$ cat config.mk
export PLATFORM = sky130hd
export DESIGN_NAME = arb_req_client
export DESIGN_NICKNAME = d
export VERILOG_FILES = /design/src/rtl/arb_pkg.sv /design/src/rtl/arb_req_timer.sv /design/src/rtl/arb_req_client.sv
export SDC_FILE = /design/constraint.sdc
export NUM_CORES = 1
export LEC_CHECK = 0
export ABC_AREA = 1
export ABC_CLOCK_PERIOD_IN_PS = 2050
export CAP_MARGIN = 0
export CORE_MARGIN = 2
export CORE_UTILIZATION = 35
export CTS_CLUSTER_SIZE = 24
export DETAILED_ROUTE_END_ITERATION = 6
export PLACE_DENSITY = 0.67
export SLEW_MARGIN = 20
export SYNTH_ARGS = -nofsm -noshare
export SYNTH_HDL_FRONTEND = slang
export SYNTH_SLANG_ARGS = --single-unit
$ cat constraint.sdc
create_clock -name clk -period 2.05 [get_ports clk]
set_input_delay 0.41 -clock clk [delete_from_list [all_inputs] [get_ports clk]]
set_output_delay 0.41 -clock clk [all_outputs]
set_load 0.1 [all_outputs]
$ cat src/rtl/arb_pkg.sv
// Shared definitions for the request/grant arbiter and its requester agents.
package arb_pkg;

    typedef enum logic [1:0] {
        IDLE = 2'd0,
        REQ  = 2'd1,
        BUSY = 2'd2,
        REL  = 2'd3
    } arb_state_e;

    localparam int ARB_PORTS = 3;

    function automatic logic req_active(input arb_state_e st);
        return (st == REQ) || (st == BUSY);
    endfunction

endpackage

$ cat src/rtl/arb_req_timer.sv
// Counts ungranted request cycles; expired flags the last cycle a request may wait.
module arb_req_timer #(
    parameter int TIMEOUT = 16
) (
    input  logic clk,
    input  logic resetn,
    input  logic clear,
    input  logic enable,
    output logic expired
);

    localparam int              TO_W   = (TIMEOUT > 0) ? $clog2(TIMEOUT + 1) : 1;
    localparam logic            HAS_TO = (TIMEOUT > 0);
    localparam logic [TO_W-1:0] LAST   = TO_W'((TIMEOUT > 0) ? (TIMEOUT - 1) : 0);

    logic [TO_W-1:0] count_r;

    // wait-cycle counter, restarted whenever a new job is accepted
    always_ff @(posedge clk or negedge resetn) begin
        if (!resetn) begin
            count_r <= {TO_W{1'b0}};
        end else if (clear) begin
            count_r <= {TO_W{1'b0}};
        end else if (enable) begin
            count_r <= count_r + TO_W'(1'b1);
        end else begin
            count_r <= count_r;
        end
    end

    assign expired = HAS_TO && (count_r == LAST);

endmodule

$ cat src/rtl/arb_req_client.sv
// Requester-side agent for the fixed-priority arbiter: takes a burst job, requests,
// emits one beat per granted cycle, then releases and waits for the grant to fall.
module arb_req_client
    import arb_pkg::*;
#(
    parameter int LEN_W   = 4,
    parameter int TIMEOUT = 16
) (
    input  logic             clk,
    input  logic             resetn,
    input  logic             job_valid,
    input  logic [LEN_W-1:0] job_len,
    output logic             job_ready,
    output logic             r,
    input  logic             g,
    output logic             beat_en,
    output logic             done,
    output logic             timeout,
    output logic             busy,
    output logic             spurious_g
);

    arb_state_e       state_r;
    arb_state_e       state_nxt_s;
    logic [LEN_W-1:0] rem_r;
    logic [LEN_W-1:0] rem_nxt_s;
    logic             last_beat_s;
    logic             tmr_clear_s;
    logic             tmr_en_s;
    logic             tmr_expired_s;
    logic             done_nxt_s;
    logic             timeout_nxt_s;
    logic             r_r;
    logic             job_ready_r;
    logic             busy_r;
    logic             done_r;
    logic             timeout_r;
    logic             spurious_r;

    assign last_beat_s = (rem_r == {LEN_W{1'b0}});

    arb_req_timer #(
        .TIMEOUT(TIMEOUT)
    ) u_timer (
        .clk     (clk),
        .resetn  (resetn),
        .clear   (tmr_clear_s),
        .enable  (tmr_en_s),
        .expired (tmr_expired_s)
    );

    // next-state, remaining-beat and pulse decode
    always_comb begin
        state_nxt_s   = state_r;
        rem_nxt_s     = rem_r;
        tmr_clear_s   = 1'b0;
        tmr_en_s      = 1'b0;
        done_nxt_s    = 1'b0;
        timeout_nxt_s = 1'b0;
        case (state_r)
            IDLE: begin
                if (job_valid) begin
                    state_nxt_s = REQ;
                    rem_nxt_s   = job_len;
                    tmr_clear_s = 1'b1;
                end else begin
                    state_nxt_s = IDLE;
                end
            end
            REQ: begin
                if (g) begin
                    if (last_beat_s) begin
                        state_nxt_s = REL;
                        done_nxt_s  = 1'b1;
                    end else begin
                        state_nxt_s = BUSY;
                        rem_nxt_s   = rem_r - LEN_W'(1'b1);
                    end
                end else if (tmr_expired_s) begin
                    state_nxt_s   = REL;
                    timeout_nxt_s = 1'b1;
                end else begin
                    tmr_en_s = 1'b1;
                end
            end
            BUSY: begin
                // a dropped grant while holding r is a stall, never an abort
                if (g) begin
                    if (last_beat_s) begin
                        state_nxt_s = REL;
                        done_nxt_s  = 1'b1;
                    end else begin
                        rem_nxt_s = rem_r - LEN_W'(1'b1);
                    end
                end else begin
                    state_nxt_s = BUSY;
                end
            end
            REL: begin
                if (!g) begin
                    state_nxt_s = IDLE;
                end else begin
                    state_nxt_s = REL;
                end
            end
            default: begin
                state_nxt_s = IDLE;
            end
        endcase
    end

    // state and remaining-beat registers
    always_ff @(posedge clk or negedge resetn) begin
        if (!resetn) begin
            state_r <= IDLE;
            rem_r   <= {LEN_W{1'b0}};
        end else begin
            state_r <= state_nxt_s;
            rem_r   <= rem_nxt_s;
        end
    end

    // output flops track the state being entered so they always match state_r
    always_ff @(posedge clk or negedge resetn) begin
        if (!resetn) begin
            r_r         <= 1'b0;
            job_ready_r <= 1'b1;
            busy_r      <= 1'b0;
            done_r      <= 1'b0;
            timeout_r   <= 1'b0;
            spurious_r  <= 1'b0;
        end else begin
            r_r         <= req_active(state_nxt_s);
            job_ready_r <= (state_nxt_s == IDLE);
            busy_r      <= (state_nxt_s != IDLE);
            done_r      <= done_nxt_s;
            timeout_r   <= timeout_nxt_s;
            spurious_r  <= spurious_r | ((state_r == IDLE) & g);
        end
    end

    assign beat_en    = req_active(state_r) && g;
    assign r          = r_r;
    assign job_ready  = job_ready_r;
    assign busy       = busy_r;
    assign done       = done_r;
    assign timeout    = timeout_r;
    assign spurious_g = spurious_r;

endmodule
==> metrics.md <==
| Metric | Value |
|---|---|
| Status | completed |
| Combinational share of power | 0.636 |
| Power per cell area | around 1600 nW/um^2 |
| Crit path required time | between 1.5 and 2 ns |
| Vias | 872 |
| Synth Cell Area | ~1100 um^2 |
| Syn. warnings | 0 |
| Placement Cell Area | 1232 um^2 |
| P_leak | 0.6710 nW |
| Non-Filler Instances | 183 |
| Mean Syn Cell Area | 7.921 um^2 |
| DR pass1 iterations | 4 |
| Reg power frac | 0.274 |
| 1st-iter DRT viols | 20 |
| Max FO, Critical Path | 9 |
| Port-buffer cells | 14 |
| GP Congestion | 0.8401 |
| Period utilisation layout | 0.9616 |
| Starting Density | 0.3756 |
| Synth Instances | ~130 |
| Psw | 0.001060 W |
| F_max | 507.3 MHz |
| TritonCTS clock tree | yes |
| WL/cell | 10.40 um |
| #FFs+latches synth | 17 |
| Die area | 3465 um^2 |
| DP Cell Count | 178 |
| ANT cells | 0 |
| Sequential area share after synthesis | 0.4050 |
| CP Capture Type | output port |
| CTS clk-pin slew, worst paths | 0.11 ns |
| Die Ht | 58.87 um |
| Hold Crit Class | input port to async pin |
| Final wirelength | between 1.5 and 2 mm |
| Final Total Pwr | 0.002031 W |
| Grt ovf | 0 |
| Row cnt | 19 |
| Max cap viols | 0 |
| Final setup viols | 0 |
| Final nets | 171 |
| Clk sinks | 17 |
| Width of the die | 58.87 um |
| Core Area | 2805 um^2 |
| Final Core Density | 0.4545 |
| Largest net degree at the start of global routing | 18 |
| Routed Antenna Nets | 0 |
| Layout cell share with drive strength beyond 1 | 0.1974 |
| Via density per instance | around 4.8 |
| Share of total power in the clock network | 0.091 |
| IO Count | 15 |
| Global-route usage over all layers | 0.1303 |
| Worst Setup Start Kind | input port |
| Initial antenna violation count | 0 |
| Max-slew violations | 0 |
| Peak supply drop | between 1 and 1.5 mV |
| First-pass GRT wire length | 3.505 mm |
| Clock Tree Buf Depth | 2 |
| DRC viols | 0 |
| Vias in the first global route | about 830 |
| Sw Ratio | 0.5220 |
| Cell area after layout | 1275 um^2 |
| Clk_lat worst skew | about 0.29 ns |
| H-tree depth | 1 |
| Skew final | just under 0.007 ns |
| Max-slew headroom at the worst pin | 0.7286 |
| Netlist cell types | 24 |
| Syn-to-layout area delta | 21.02% |
| Cts hold-fix bufs | 0 |
| Syn Nets | 151 |
| Actual slew at the worst max-slew pin | ~0.4 ns |
| Int Pwr | 0.0009708 W |
| Final hold violations | 0 |
| Clk root buf | clkbuf_4 |
| HPWL after DPL | 1.469 mm |
| CTS buffer count | 3 |
| CP arrival | about 1.6 ns |
| Tmin final | a little under 2 ns |
| Critical path class | input port to output port |
## critical path: stages
cell and delay (ns):
clkdlybuf4s50_1 0.72, nand2_1 0.14, inv_1 0.12, buf_12 0.18
## repair_timing
| action | CTS | global route |
|---|---|---|
| gates resized for setup | 0 | 3 |
| endpoints found under the setup margin | 0 | 2 |
| setup buffers | 0 | 1 |
## per-layer routing
layer  wire length (um)  track usage
met1                880       0.1701
met2                919       0.2111
met3                 87      0.02637
met4                 16      0.05195
met5                  0            0
## power groups by stage
stage / Combinational, W / Sequential, W / Clock (W)
6_report: 0.00129 / 0.000556 / 0.000184
5_1_grt: 0.00146 / 0.000570 / 0.000209
4_1_cts: 0.00129 / 0.000557 / 0.000193
3_5_place_dp: 0.00128 / 0.000562 / 0
3_3_place_gp: 0.00126 / 0.000559 / 0
2_1_floorplan: 0.000755 / 0.000794 / 0
## Yosys cell counts
library cell	n	area, um^2
a21o_2	1	8.760
buf_6	2	22.52
nand3_1	8	40.04
o21ai_0	5	25.02
o21bai_1	1	7.510
inv_4	1	6.260
nand2_4	1	11.26
nor3_1	3	15.01
inv_2	1	3.750
a21boi_0	1	7.510
o21ai_1	3	15.01
xor2_1	1	8.760
nand2_2	3	18.77
or2_2	1	6.260
o21ai_2	2	17.52
a21oi_1	4	20.02
inv_1	22	82.58
dfstp_2	1	26.28
nor2_1	7	26.28
nand2_1	36	135.1
nor2_4	1	11.26
nor2_2	2	12.51
ha_1	10	125.1
dfrtp_1	16	400.4
## metrics by stage
step	hold WS [ns]	TNS, ns	setup WS, ns
floorplan	0.1144	0	0.1279
global placement	0.4523	0	0.09297
detailed placement	0.4483	0	0.04261
CTS	0.4357	0	0.09238
global route	0.4465	-0.01184	-0.01184
finish	0.4293	0	0.07878
## logic make-up (layout without fill, tap and decap cells)
logic type | after synthesis | count (layout) | share of synthesized area
simple gates | 62 | 62 | 0.2625
buf+inv | 26 | 45 | 0.1093
compound gates | 17 | 17 | 0.09620
flops | 17 | 17 | 0.4050
fa+ha+maj | 10 | 10 | 0.1188
xor+xnor | 1 | 1 | 0.008315
## area by class of cell
| class | count | area (um^2) |
|---|---|---|
| inverter | 24 | 92.59 |
| sequential | 17 | 426.7 |
| multi-input combinational | 90 | 519.2 |
| timing repair buffer | 17 | 170.2 |
| tap | 31 | 38.79 |
| clock inverter | 1 | 5.005 |
| clock buffer | 3 | 22.52 |
| fill | 301 | 1530 |
## layout by cell type (no fill, tap or decap)
cell type,netlist,routed
xor2_1,1,1
a21boi_0,1,1
nor2_4,1,1
o21ai_0,5,4
nand2_4,1,1
a21o_2,1,1
inv_2,1,1
dfstp_2,1,1
a21oi_1,4,4
or2_2,1,1
inv_4,1,1
buf_4,0,8
nand2_1,36,36
buf_12,0,2
ha_2,0,1
nor3_1,3,2
o21ai_1,3,4
clkinv_2,0,1
nor3_2,0,1
o21ai_2,2,2
dfrtp_1,16,16
nand2_2,3,3
clkdlybuf4s50_1,0,7
ha_1,10,9
nor2_1,7,7
inv_1,22,22
o21bai_1,1,1
nand3_1,8,8
nor2_2,2,2
clkbuf_4,0,3
## registers in the layout (all words and copies together) (netlist names)
register         flops
u_timer.count_r      5
rem_r                4
state_r              2
busy                 1
done                 1
job_ready            1
r                    1
spurious_g           1
timeout              1
## worst paths after layout
| check | cells past startpoint | from | endpoint | slack (ns) |
|---|---|---|---|---|
| max | 4 | g | beat_en | 0.08 |
| max in group asynchronous | 2 | resetn | job_ready | 1.37 |
| min reg2reg | 1 | spurious_g | spurious_g | 0.47 |
| min | 2 | resetn | done | 0.43 |
| min in group clk | 1 | spurious_g | spurious_g | 0.47 |
| max reg2reg | 10 | u_timer.count_r[0] | r | 0.17 |
No activity file was read; power rests on OpenSTA's default activity.
